--- src/rtl/led_breathe_pwm_if.sv ---
// Control and status bundle for the LED breathing driver.
// The slave side is the driver itself; the master side supplies EN/TICK and observes the outputs.
interface led_breathe_pwm_if #(
  parameter int WIDTH = 8
);
  logic             EN;
  logic             TICK;
  logic             LED;
  logic [WIDTH-1:0] DUTY;
  logic [1:0]       STATE;
  logic             OVERRUN;

  modport master (
    output EN,
    output TICK,
    input  LED,
    input  DUTY,
    input  STATE,
    input  OVERRUN
  );

  modport slave (
    input  EN,
    input  TICK,
    output LED,
    output DUTY,
    output STATE,
    output OVERRUN
  );
endinterface

--- src/rtl/led_breathe_pwm.sv ---
// LED breathing driver: ticks step a rise/hold/fall/hold duty ramp that drives a free-running PWM.
// Latency: DUTY/STATE update on the edge ending the phase-wrap cycle; LED lags the compare by 1 cycle.
// Backpressure: none; surplus ticks within one PWM period coalesce and are flagged on OVERRUN.
module led_breathe_pwm #(
  parameter int WIDTH      = 8,
  parameter int STEP       = 1,
  parameter int HOLD_TICKS = 4
) (
  input  logic             CLK,
  input  logic             RESET,
  led_breathe_pwm_if.slave bus
);
  localparam int               HCW      = $clog2(HOLD_TICKS + 1);
  localparam logic [WIDTH-1:0] DUTY_MAX = '1;
  localparam logic [WIDTH-1:0] STEP_N   = WIDTH'(STEP);

  typedef enum logic [1:0] {
    RISE    = 2'd0,
    HOLD_HI = 2'd1,
    FALL    = 2'd2,
    HOLD_LO = 2'd3
  } ramp_state_t;

  ramp_state_t      state_q, state_d;
  logic [WIDTH-1:0] phase_q;
  logic [WIDTH-1:0] duty_q, duty_d;
  logic [HCW-1:0]   hold_cnt_q, hold_cnt_d;
  logic             pending_q;
  logic             led_q;
  logic             overrun_q;
  logic             tick_acc;
  logic             boundary;
  logic             update;
  logic [WIDTH:0]   duty_sum;
  logic [WIDTH-1:0] duty_dec;

  assign tick_acc = bus.TICK & bus.EN;
  assign boundary = (phase_q == DUTY_MAX);
  // A tick landing on the boundary is consumed there directly, never parked in pending.
  assign update   = boundary & bus.EN & (pending_q | tick_acc);
  assign duty_sum = {1'b0, duty_q} + {1'b0, STEP_N};
  assign duty_dec = (duty_q >= STEP_N) ? (duty_q - STEP_N) : '0;

  always_comb begin
    state_d    = state_q;
    duty_d     = duty_q;
    hold_cnt_d = hold_cnt_q;
    if (update) begin
      unique case (state_q)
        RISE: begin
          duty_d = duty_sum[WIDTH] ? DUTY_MAX : duty_sum[WIDTH-1:0];
          if (duty_d == DUTY_MAX) begin
            state_d    = HOLD_HI;
            hold_cnt_d = HCW'(HOLD_TICKS);
          end
        end
        FALL: begin
          duty_d = duty_dec;
          if (duty_dec == '0) begin
            state_d    = HOLD_LO;
            hold_cnt_d = HCW'(HOLD_TICKS);
          end
        end
        HOLD_HI, HOLD_LO: begin
          if (hold_cnt_q == HCW'(1)) begin
            state_d = (state_q == HOLD_HI) ? FALL : RISE;
          end else begin
            hold_cnt_d = hold_cnt_q - HCW'(1);
          end
        end
        default: ;
      endcase
    end
  end

  always_ff @(posedge CLK) begin
    if (RESET) begin
      phase_q    <= '0;
      duty_q     <= '0;
      state_q    <= RISE;
      hold_cnt_q <= '0;
      pending_q  <= 1'b0;
      led_q      <= 1'b0;
      overrun_q  <= 1'b0;
    end else begin
      phase_q    <= phase_q + 1'b1;
      duty_q     <= duty_d;
      state_q    <= state_d;
      hold_cnt_q <= hold_cnt_d;
      led_q      <= (phase_q < duty_q);
      overrun_q  <= tick_acc & pending_q & ~boundary;
      if (update) begin
        pending_q <= 1'b0;
      end else if (tick_acc) begin
        pending_q <= 1'b1;
      end
    end
  end

  assign bus.LED     = led_q;
  assign bus.DUTY    = duty_q;
  assign bus.STATE   = state_q;
  assign bus.OVERRUN = overrun_q;
endmodule
--- src/flat_wrapper.sv ---
// flat-port wrapper written by rule: the top's interface ports become plain ports
module led_breathe_pwm_flat 
#(
  parameter int WIDTH      = 8,
  parameter int STEP       = 1,
  parameter int HOLD_TICKS = 4
)
  (CLK, RESET, bus_EN, bus_TICK, bus_LED, bus_DUTY, bus_STATE, bus_OVERRUN);
  led_breathe_pwm_if #(.WIDTH(WIDTH)) bus_i ();
  input  logic CLK;
  input  logic RESET;
  input wire logic [$bits(bus_i.EN)-1:0] bus_EN;
  input wire logic [$bits(bus_i.TICK)-1:0] bus_TICK;
  output wire logic [$bits(bus_i.LED)-1:0] bus_LED;
  output wire logic [$bits(bus_i.DUTY)-1:0] bus_DUTY;
  output wire logic [$bits(bus_i.STATE)-1:0] bus_STATE;
  output wire logic [$bits(bus_i.OVERRUN)-1:0] bus_OVERRUN;
  assign bus_i.EN = bus_EN;
  assign bus_i.TICK = bus_TICK;
  assign bus_LED = bus_i.LED;
  assign bus_DUTY = bus_i.DUTY;
  assign bus_STATE = bus_i.STATE;
  assign bus_OVERRUN = bus_i.OVERRUN;
  led_breathe_pwm #(.WIDTH(WIDTH), .STEP(STEP), .HOLD_TICKS(HOLD_TICKS)) u_core (.CLK(CLK), .RESET(RESET), .bus(bus_i));
endmodule
--- config.mk ---
export PLATFORM = sky130hd
export DESIGN_NAME = led_breathe_pwm_flat
export DESIGN_NICKNAME = d
export VERILOG_FILES = /design/src/rtl/led_breathe_pwm_if.sv /design/src/rtl/led_breathe_pwm.sv /design/src/flat_wrapper.sv
export SDC_FILE = /design/constraint.sdc
export NUM_CORES = 1
export LEC_CHECK = 0
export BUFFER_PORTS_ARGS = -buffer_cell sky130_fd_sc_hd__buf_2
export CORE_MARGIN = 2
export CORE_UTILIZATION = 30
export CTS_CLUSTER_DIAMETER = 50
export DETAILED_ROUTE_END_ITERATION = 10
export GPL_TIMING_DRIVEN = 1
export SLEW_MARGIN = 20
export SYNTH_ARGS = -nofsm -noshare
export SYNTH_HDL_FRONTEND = slang
export SYNTH_SLANG_ARGS = --single-unit
--- constraint.sdc ---
create_clock -name CLK -period 2.6 [get_ports CLK]
set_clock_uncertainty 0.05 [all_clocks]
set_input_delay 0.39 -clock CLK [delete_from_list [all_inputs] [get_ports CLK]]
set_output_delay 0.39 -clock CLK [all_outputs]
set_load 0.1 [all_outputs]
After elaboration in Yosys (flattened, before gate mapping)
Cells that the tools add are included.
- flip-flop bits (word level): 24
- input port bits: 4
- add/subtract/negate cells: 4
- order comparisons: 2
- equal/unequal tests: 10
- mux-type cells: 12
- bitwise logic cells: 7
- reduce and logical (&&, ||, !) cells: 8
- operator list (operator ; number):
    8-bit equality test, second input constant ; 2
    8-bit two-way mux ; 2
    8-bit one-hot mux with 2 select lines ; 1
    8-bit by 1-bit adder with 9-bit output, second input constant ; 1
    3-bit two-way mux ; 3
    3-bit one-hot mux with 3 select lines ; 1
    8-bit by 1-bit adder with 8-bit output, second input constant ; 1
    8-bit by 1-bit >= comparator with 1-bit output, second input constant ; 1
    8-bit logical NOT ; 1
    8-bit < comparator ; 1
    2-bit two-way mux ; 4
    4-bit AND reduction ; 2
    8-bit by 1-bit subtractor with 8-bit output, second input constant ; 1
    2-bit by 1-bit inequality test with 1-bit output, second input constant ; 3
    2-bit one-hot mux with 3 select lines ; 1
    1-bit AND ; 5
    2-bit equality test, second input constant ; 2
    2-bit OR reduction ; 2
    3-bit by 1-bit equality test with 1-bit output, second input constant ; 1
    3-bit by 1-bit subtractor with 3-bit output, second input constant ; 1
    2-bit by 1-bit equality test with 1-bit output, second input constant ; 1
    2-bit logical NOT ; 1
    2-bit inequality test, second input constant ; 1
    2-bit AND reduction ; 1
    3 further kinds ; 3

Depth between registers and ports, before layout
Gate-level depths: netlist of run 1.
- depth after elaboration: 5
- depth in mapped cells: 9
- depth with buffers taken out: 8

Worst setup path after synthesis of run 1
No wires, ideal clock.
- path type: flip-flop to flip-flop
- start point: register u_core.duty_q[1] (netlist: u_core.bus.DUTY[1])
- end point: register u_core.state_q[1] (netlist: u_core.bus.STATE[1])
- arrival time: 3016 ps
- required time: 2422 ps
- path slack: -594 ps
- stages on the path, launching flop included: 9
- path buffers: 0
- period minus slack after synthesis: 3194 ps
- path through: dfxtp_1 > inv_1 > ha_1 > or4b_1 > nor4_2 > a31oi_2 > nor4b_2 > mux2i_1 > nor2_1
- cells in the longest elaborated chain, start to end: 5
- elaborated cells on any way between the ends: 10
- RTL lines (item ; line ; source):
    start, declared ; led_breathe_pwm.sv:26 ; logic [WIDTH-1:0] duty_q, duty_d;
    start signal, assigned ; led_breathe_pwm.sv:87 ; duty_q <= duty_d;
    8-bit by 1-bit adder with 9-bit output, or another cell as far along ; led_breathe_pwm.sv:41 ; assign duty_sum = {1'b0, duty_q} + {1'b0, STEP_N};
    8-bit two-way mux (on tied branches) ; led_breathe_pwm.sv:51, led_breathe_pwm.sv:42 ;
    8-bit equality test or 8-bit logical NOT (tied branches) ; led_breathe_pwm.sv:52, led_breathe_pwm.sv:59 ;
    2-bit by 1-bit inequality test with 1-bit output (no line) ; - ;
    4-bit AND reduction (no line) * ; - ;
    end signal, assigned ; led_breathe_pwm.sv:88 ; state_q <= state_d;
    end, declared ; led_breathe_pwm.sv:24 ; ramp_state_t state_q, state_d;
Every way passes the cells marked *; elsewhere a longest branch is shown, timed or not.
A chain may end at the register's enable or synchronous reset.

Worst setup path after layout of run 1
- start point: register u_core.duty_q[1] (netlist: u_core.bus.DUTY[1])
- end point: register u_core.hold_cnt_q[2]
- cells in the longest elaborated chain, start to end: 5
- elaborated cells on any way between the ends: 10
- RTL lines (item ; line ; source):
    8-bit by 1-bit adder with 9-bit output, or another cell as far along ; led_breathe_pwm.sv:41 ;
    8-bit two-way mux (on tied branches) ; led_breathe_pwm.sv:51, led_breathe_pwm.sv:42 ;
    8-bit equality test or 8-bit logical NOT (tied branches) ; led_breathe_pwm.sv:52, led_breathe_pwm.sv:59 ;
    2-bit by 1-bit inequality test with 1-bit output (no line) ; - ;
    4-bit AND reduction (no line) * ; - ;
    end signal, assigned ; led_breathe_pwm.sv:89 ; hold_cnt_q <= hold_cnt_d;
    end, declared ; led_breathe_pwm.sv:27 ; logic [HCW-1:0] hold_cnt_q, hold_cnt_d;
Marks and branches as above.

==> impl_metrics.json, run 1 <==
{
  "dp_cells": 303,
  "synth_top_flop_cell": "dfxtp_1",
  "viasPerCell": 5.24,
  "drive_gt1_frac": 0.212,
  "postLayoutCoreUtil": 0.367,
  "drt_iter0_markers": 129,
  "drv_cap": 0,
  "async_flop_share": 0,
  "fmax_ghz": 0.405,
  "detail-route-antenna-nets": 0,
  "placed_area_um2": 1960,
  "cp.required_ns": 2.69,
  "synth-seq-cells": 24,
  "cts.clk_slew.worst_paths_ns": 0.11,
  "final_cell_mix": "dfxtp_1, nor2_1, a21oi_1, ha_1, buf_2",
  "core_um2": 5570,
  "synth_edf_count": 0,
  "rsz0062_at_grt": "no",
  "worst_r2r_startpoint": "u_core.bus.DUTY[1]",
  "startpoint": "u_core.bus.DUTY[1]",
  "synth_fp_nets": 238,
  "seq_area_frac_synth": 0.275,
  "stdcell_area_um2": 2050,
  "nets": 258,
  "antenna_found_initial": 0,
  "maxSlewViolCount": 0,
  "synth_cells": 217,
  "diodes": 0,
  "synthesis.area_per_instance_um2": 8.04,
  "fin_cells": 308,
  "yosysWarnings": 0,
  "final-setup-viol-count": 0,
  "period_needed_ns": 2.47,
  "die_h_um": 80.3,
  "outcome": "finished clean",
  "grt_max_degree": 29,
  "grt_usage": 0.138,
  "final_hold_viol_count": 0,
  "place.gp.congestion": 0.860,
  "die_width_um": 80.3,
  "drt_wl_total_um": 4200,
  "crit_end": "u_core.hold_cnt_q[2]",
  "row_count": 27,
  "numCtsBuffers": 3,
  "die-area_um2": 6440,
  "path_max_fanout": 8,
  "clockBufferDepth": 2,
  "p_total_uw": 732,
  "grt_pass1_wl_um": 7070,
  "syn_area_um2": 1750,
  "grt-ovfl-total": 0,
  "routedWlPerCell_um": 13.6,
  "final.period_utilization": 0.949,
  "worstSetupPathType": "flip-flop to flip-flop",
  "max_slew_margin": 0.485,
  "cp-start-kind": "flip-flop",
  "power_density_nw_per_um2": 358,
  "io_pins": 16,
  "irDropWorstVdd_uv": 221,
  "tightestPinTransition_ns": 0.769,
  "cts_tree": "yes",
  "syn2layout_area_growth_pct": 17.2,
  "p_leak_nw": 0.791,
  "first_pass_iters": 4,
  "layout_commonest_cell": "dfxtp_1",
  "io_buffers": 15,
  "reg2reg_slack_ns": 0.13,
  "r2r-end": "u_core.hold_cnt_q[2]",
  "cts_hold_buf": 0,
  "yosys.cell_types.count": 51,
  "cts-root-buf": "clkbuf_8",
  "cts_htree_levels": 1,
  "grt_pass1_vias": 1504,
  "hpwl_um": 3100,
  "fillers": 592,
  "drc_errors": 0,
  "holdPathStages": 2,
  "initial_utilization": 0.313,
  "rr_worst_depth": 8,
  "critical_path_arrival_ns": 2.56,
  "min_path_type": "primary input to flip-flop",
  "end_kind": "flip-flop",
  "cts.sinks": 24,
  "vias": 1614,
  "clock_latency_ns": 0.28
}
-- worst max-delay path, stage by stage (launching register included) --
cell and delay (ns):
dfxtp_4 0.40, inv_1 0.10, ha_4 0.29, or4b_1 0.45, nor4_2 0.25, a31oi_2 0.18
or3_4 0.42, o21ai_1 0.13, a21oi_1 0.07
-- sequential cells by signal, indices dropped and copies added (netlist names) --
register	cells
u_core.phase_q	8
u_core.bus.DUTY	8
u_core.pending_q	1
u_core.hold_cnt_q	3
u_core.bus.STATE	2
u_core.bus.OVERRUN	1
u_core.bus.LED	1
-- per-layer routing --
| metal | global-route usage | vias to the layer above | share of wire | wire length (µm) |
|---|---|---|---|---|
| li1 | - | 821 | - | - |
| met4 | 0.0339 | 0 | 0.0055 | 23 |
| met1 | 0.183 | 756 | 0.49 | 2060 |
| met3 | 0.0247 | 2 | 0.035 | 149 |
| met5 | 0 | - | 0 | 0 |
| met2 | 0.232 | 35 | 0.47 | 1960 |
-- cells by family after synthesis --
family / count (synthesis) / synth area share
flip-flops: 24 / 0.275
adder cells (fa/ha/maj): 17 / 0.122
AO/OA/AOI/OAI: 50 / 0.190
multiplexers: 3 / 0.0179
AND/OR/NAND/NOR: 84 / 0.271
buffers and inverters: 29 / 0.0738
XOR/XNOR: 10 / 0.0502
-- layout make-up --
class / count / area, µm² / share of cell area
multi-input cells: 164 / 1160 / 0.568
flip-flops and latches: 24 / 488 / 0.239
repair buffers: 29 / 180 / 0.0881
well taps: 72 / 90.1 / 0.0440
clock buffers: 4 / 66.3 / 0.0324
inverters: 15 / 58.8 / 0.0287
-- repair_timing --
action	CTS	global route
setup buffers	0	1
setup endpoints to repair	0	2
gates resized for setup	0	2
-- where the power goes --
part           internal (mW)  switching, mW
combinational         0.0145         0.0292
sequential             0.372        0.00614
clock                  0.168          0.143
total                  0.554          0.178
-- Yosys cell counts, types with 2 or more instances --
| library cell | count | area [µm²] |
|---|---|---|
| nand2_1 | 10 | 37.5 |
| or3_1 | 7 | 43.8 |
| or4_1 | 3 | 22.5 |
| nor2_1 | 21 | 78.8 |
| dfxtp_1 | 24 | 480 |
| a21oi_1 | 16 | 80.1 |
| ha_1 | 17 | 213 |
| mux2i_1 | 2 | 20.0 |
| nor4_1 | 3 | 18.8 |
| a21o_1 | 2 | 15.0 |
| buf_6 | 2 | 22.5 |
| a31oi_1 | 2 | 12.5 |
| and3_1 | 3 | 18.8 |
| nor3_1 | 11 | 55.1 |
| nand4_1 | 4 | 25.0 |
| xor2_1 | 5 | 43.8 |
| o22ai_1 | 3 | 18.8 |
| o32ai_1 | 3 | 26.3 |
| clkbuf_1 | 10 | 37.5 |
| a211oi_1 | 4 | 30.0 |
| xnor2_1 | 5 | 43.8 |
| nand3_1 | 6 | 30.0 |
| o21ai_0 | 11 | 55.1 |
| inv_1 | 15 | 56.3 |
| o311ai_0 | 2 | 17.5 |
-- how the worst min path moves through the flow --
stage / from / to / slack (ns)
floorplan: u_core.phase_q[0] / u_core.phase_q[0] / 0.38
global placement: u_core.phase_q[0] / u_core.phase_q[0] / 0.41
detailed placement: u_core.phase_q[0] / u_core.phase_q[0] / 0.41
CTS: bus_EN / u_core.pending_q / 0.28
global route: bus_EN / u_core.pending_q / 0.31
finish: bus_EN / u_core.pending_q / 0.29
-- metrics by stage --
stage	setup slack (ns)	setup TNS (ns)	hold slack [ns]
6_report	0.132	0	0.293
5_1_grt	0.00859	0	0.310
4_1_cts	0.0690	0	0.280
3_5_place_dp	0.0982	0	0.413
3_3_place_gp	0.130	0	0.409
2_1_floorplan	-0.0518	-0.0983	0.384
Power figures use the tool's default switching activity.
==> inputs of run 2 (changes only) <==
- CORE_MARGIN: 2 -> not set
- clock period: 2.6 -> 2.4 ns (I/O delays scaled with it)
==> impl_metrics.json, run 2 (synthesized netlist as in run 1, its figures left out) <==
{
  "outcome": "complete, but fails checks",
  "violations": "setup timing",
  "tightestPinTransition_ns": 0.524,
  "detail-route-antenna-nets": 0,
  "switching_power_uw": 188,
  "io_buffers": 15,
  "end_kind": "flip-flop",
  "p_clk_frac": 0.445,
  "nets": 266,
  "postLayoutCoreUtil": 0.387,
  "final_cell_mix": "buf_4, nor2_1, dfxtp_1",
  "min_path_type": "primary input to flip-flop",
  "path_max_fanout": 3,
  "pwr-share-seq": 0.487,
  "antenna_found_initial": 0,
  "placed_area_um2": 2010,
  "cts_tree": "yes",
  "cts.clk_slew.worst_paths_ns": 0.10,
  "critical_path.max_stage_delay_ns": 0.47,
  "drt_wl_total_um": 4280,
  "combPwrFrac": 0.069,
  "diodes": 0,
  "setup_slack_ns": -0.0266,
  "max_slew_margin": 0.650,
  "crit_chain": "inv_4 > ha_4 > or4b_4 > nor4_4 > a31oi_4 > or3_4 > buf_4 > o32ai_1",
  "cts.sinks": 24,
  "cts_htree_levels": 1,
  "drt_iter0_markers": 176,
  "clockBufferDepth": 2,
  "p_int_uw": 648,
  "die_h_um": 78.3,
  "worstSetupPathType": "flip-flop to flip-flop",
  "cts_hold_buf": 0,
  "hpwl_um": 3090,
  "stdcell_area_um2": 2150,
  "p_total_uw": 835,
  "routedWlPerCell_um": 13.6,
  "die-area_um2": 6130,
  "numCtsBuffers": 3,
  "layout_commonest_cell": "buf_4",
  "drc_errors": 0,
  "grt-ovfl-total": 0,
  "first_pass_iters": 4,
  "fmax_ghz": 0.412,
  "initial_utilization": 0.315,
  "die_width_um": 78.3,
  "drive_gt1_frac": 0.262,
  "rsz0062_at_grt": "yes",
  "critPathSlowestCell": "or4b_4",
  "maxSlewViolCount": 0,
  "switching_share": 0.225,
  "regArea_um2": 490,
  "vias": 1638,
  "grt_pass1_vias": 1603,
  "p_leak_nw": 0.839,
  "drv_cap": 0,
  "multi_input_area_um2": 1190,
  "cp-start-kind": "flip-flop",
  "viasPerCell": 5.18,
  "row_count": 27,
  "period_needed_ns": 2.43,
  "place.gp.congestion": 0.814,
  "clock_latency_ns": 0.28,
  "final-setup-viol-count": 3,
  "io_pins": 16,
  "cp.required_ns": 2.54,
  "core_um2": 5540,
  "syn2layout_area_growth_pct": 22.9,
  "final.period_utilization": 1.01,
  "grt_pass1_wl_um": 7380,
  "fillers": 580,
  "irDropWorstVdd_uv": 185,
  "final_hold_viol_count": 0,
  "critical_path_arrival_ns": 2.57,
  "grt_max_degree": 29,
  "cts-root-buf": "clkbuf_8",
  "power_density_nw_per_um2": 389,
  "grt_usage": 0.151
}
-- run 2: worst paths after layout --
kind         slack, ns                   end  depth (start not counted)          startpoint
min reg2reg       0.45    u_core.bus.OVERRUN                          2    u_core.pending_q
max              -0.03  u_core.hold_cnt_q[1]                          8  u_core.bus.DUTY[1]
min               0.26      u_core.pending_q                          2              bus_EN
max reg2reg      -0.03  u_core.hold_cnt_q[1]                          8  u_core.bus.DUTY[1]
-- run 2: what timing repair did --
item | in CTS | in global routing
pin swaps | 2 | 4
setup endpoints to repair | 2 | 3
gates resized for setup | 0 | 9
setup buffers | 0 | 2
-- run 2: critical path: cells and delay by family, from the launching register on --
family,cells,cell delay [ns]
adder cells (fa/ha/maj),1,0.24
buffers and inverters,2,0.18
AO/OA/AOI/OAI,2,0.26
AND/OR/NAND/NOR,3,1.24
flip-flops,1,0.37
-- run 2: layer usage --
layer / share of wire / global-route usage / wire, µm / up-vias
li1: - / - / - / 834
met1: 0.50 / 0.203 / 2160 / 768
met2: 0.45 / 0.232 / 1910 / 28
met3: 0.033 / 0.0256 / 141 / 8
met4: 0.018 / 0.0704 / 79 / 0
met5: 0 / 0 / 0 / -
-- run 2: final cells by class --
type	instances	share of cell area
tap	72	0.0420
sequential	24	0.229
timing repair buffer	37	0.112
clock buffer	3	0.0192
clock inverter	1	0.0140
multi-input combinational	164	0.556
inverter	15	0.0286
-- run 2: power groups by stage --
stage / Sequential, mW / Clock (mW) / Combinational (mW)
finish: 0.407 / 0.372 / 0.0573
global route: 0.408 / 0.401 / 0.0630
CTS: 0.407 / 0.382 / 0.0582
detailed placement: 0.416 / 0 / 0.0576
global placement: 0.416 / 0 / 0.0571
floorplan: 0.432 / 0 / 0.0236
-- run 2: through the flow --
step                hold WS [ns]  instances  setup WS, ns  setup TNS (ns)
finish                     0.265        316       -0.0266         -0.0443
floorplan                  0.384        217        -0.251          -0.883
detailed placement         0.441        310      -0.00430        -0.00430
global placement           0.431        310        0.0404               0
CTS                        0.263        314        0.0235               0
global route               0.261        316       -0.0727          -0.284
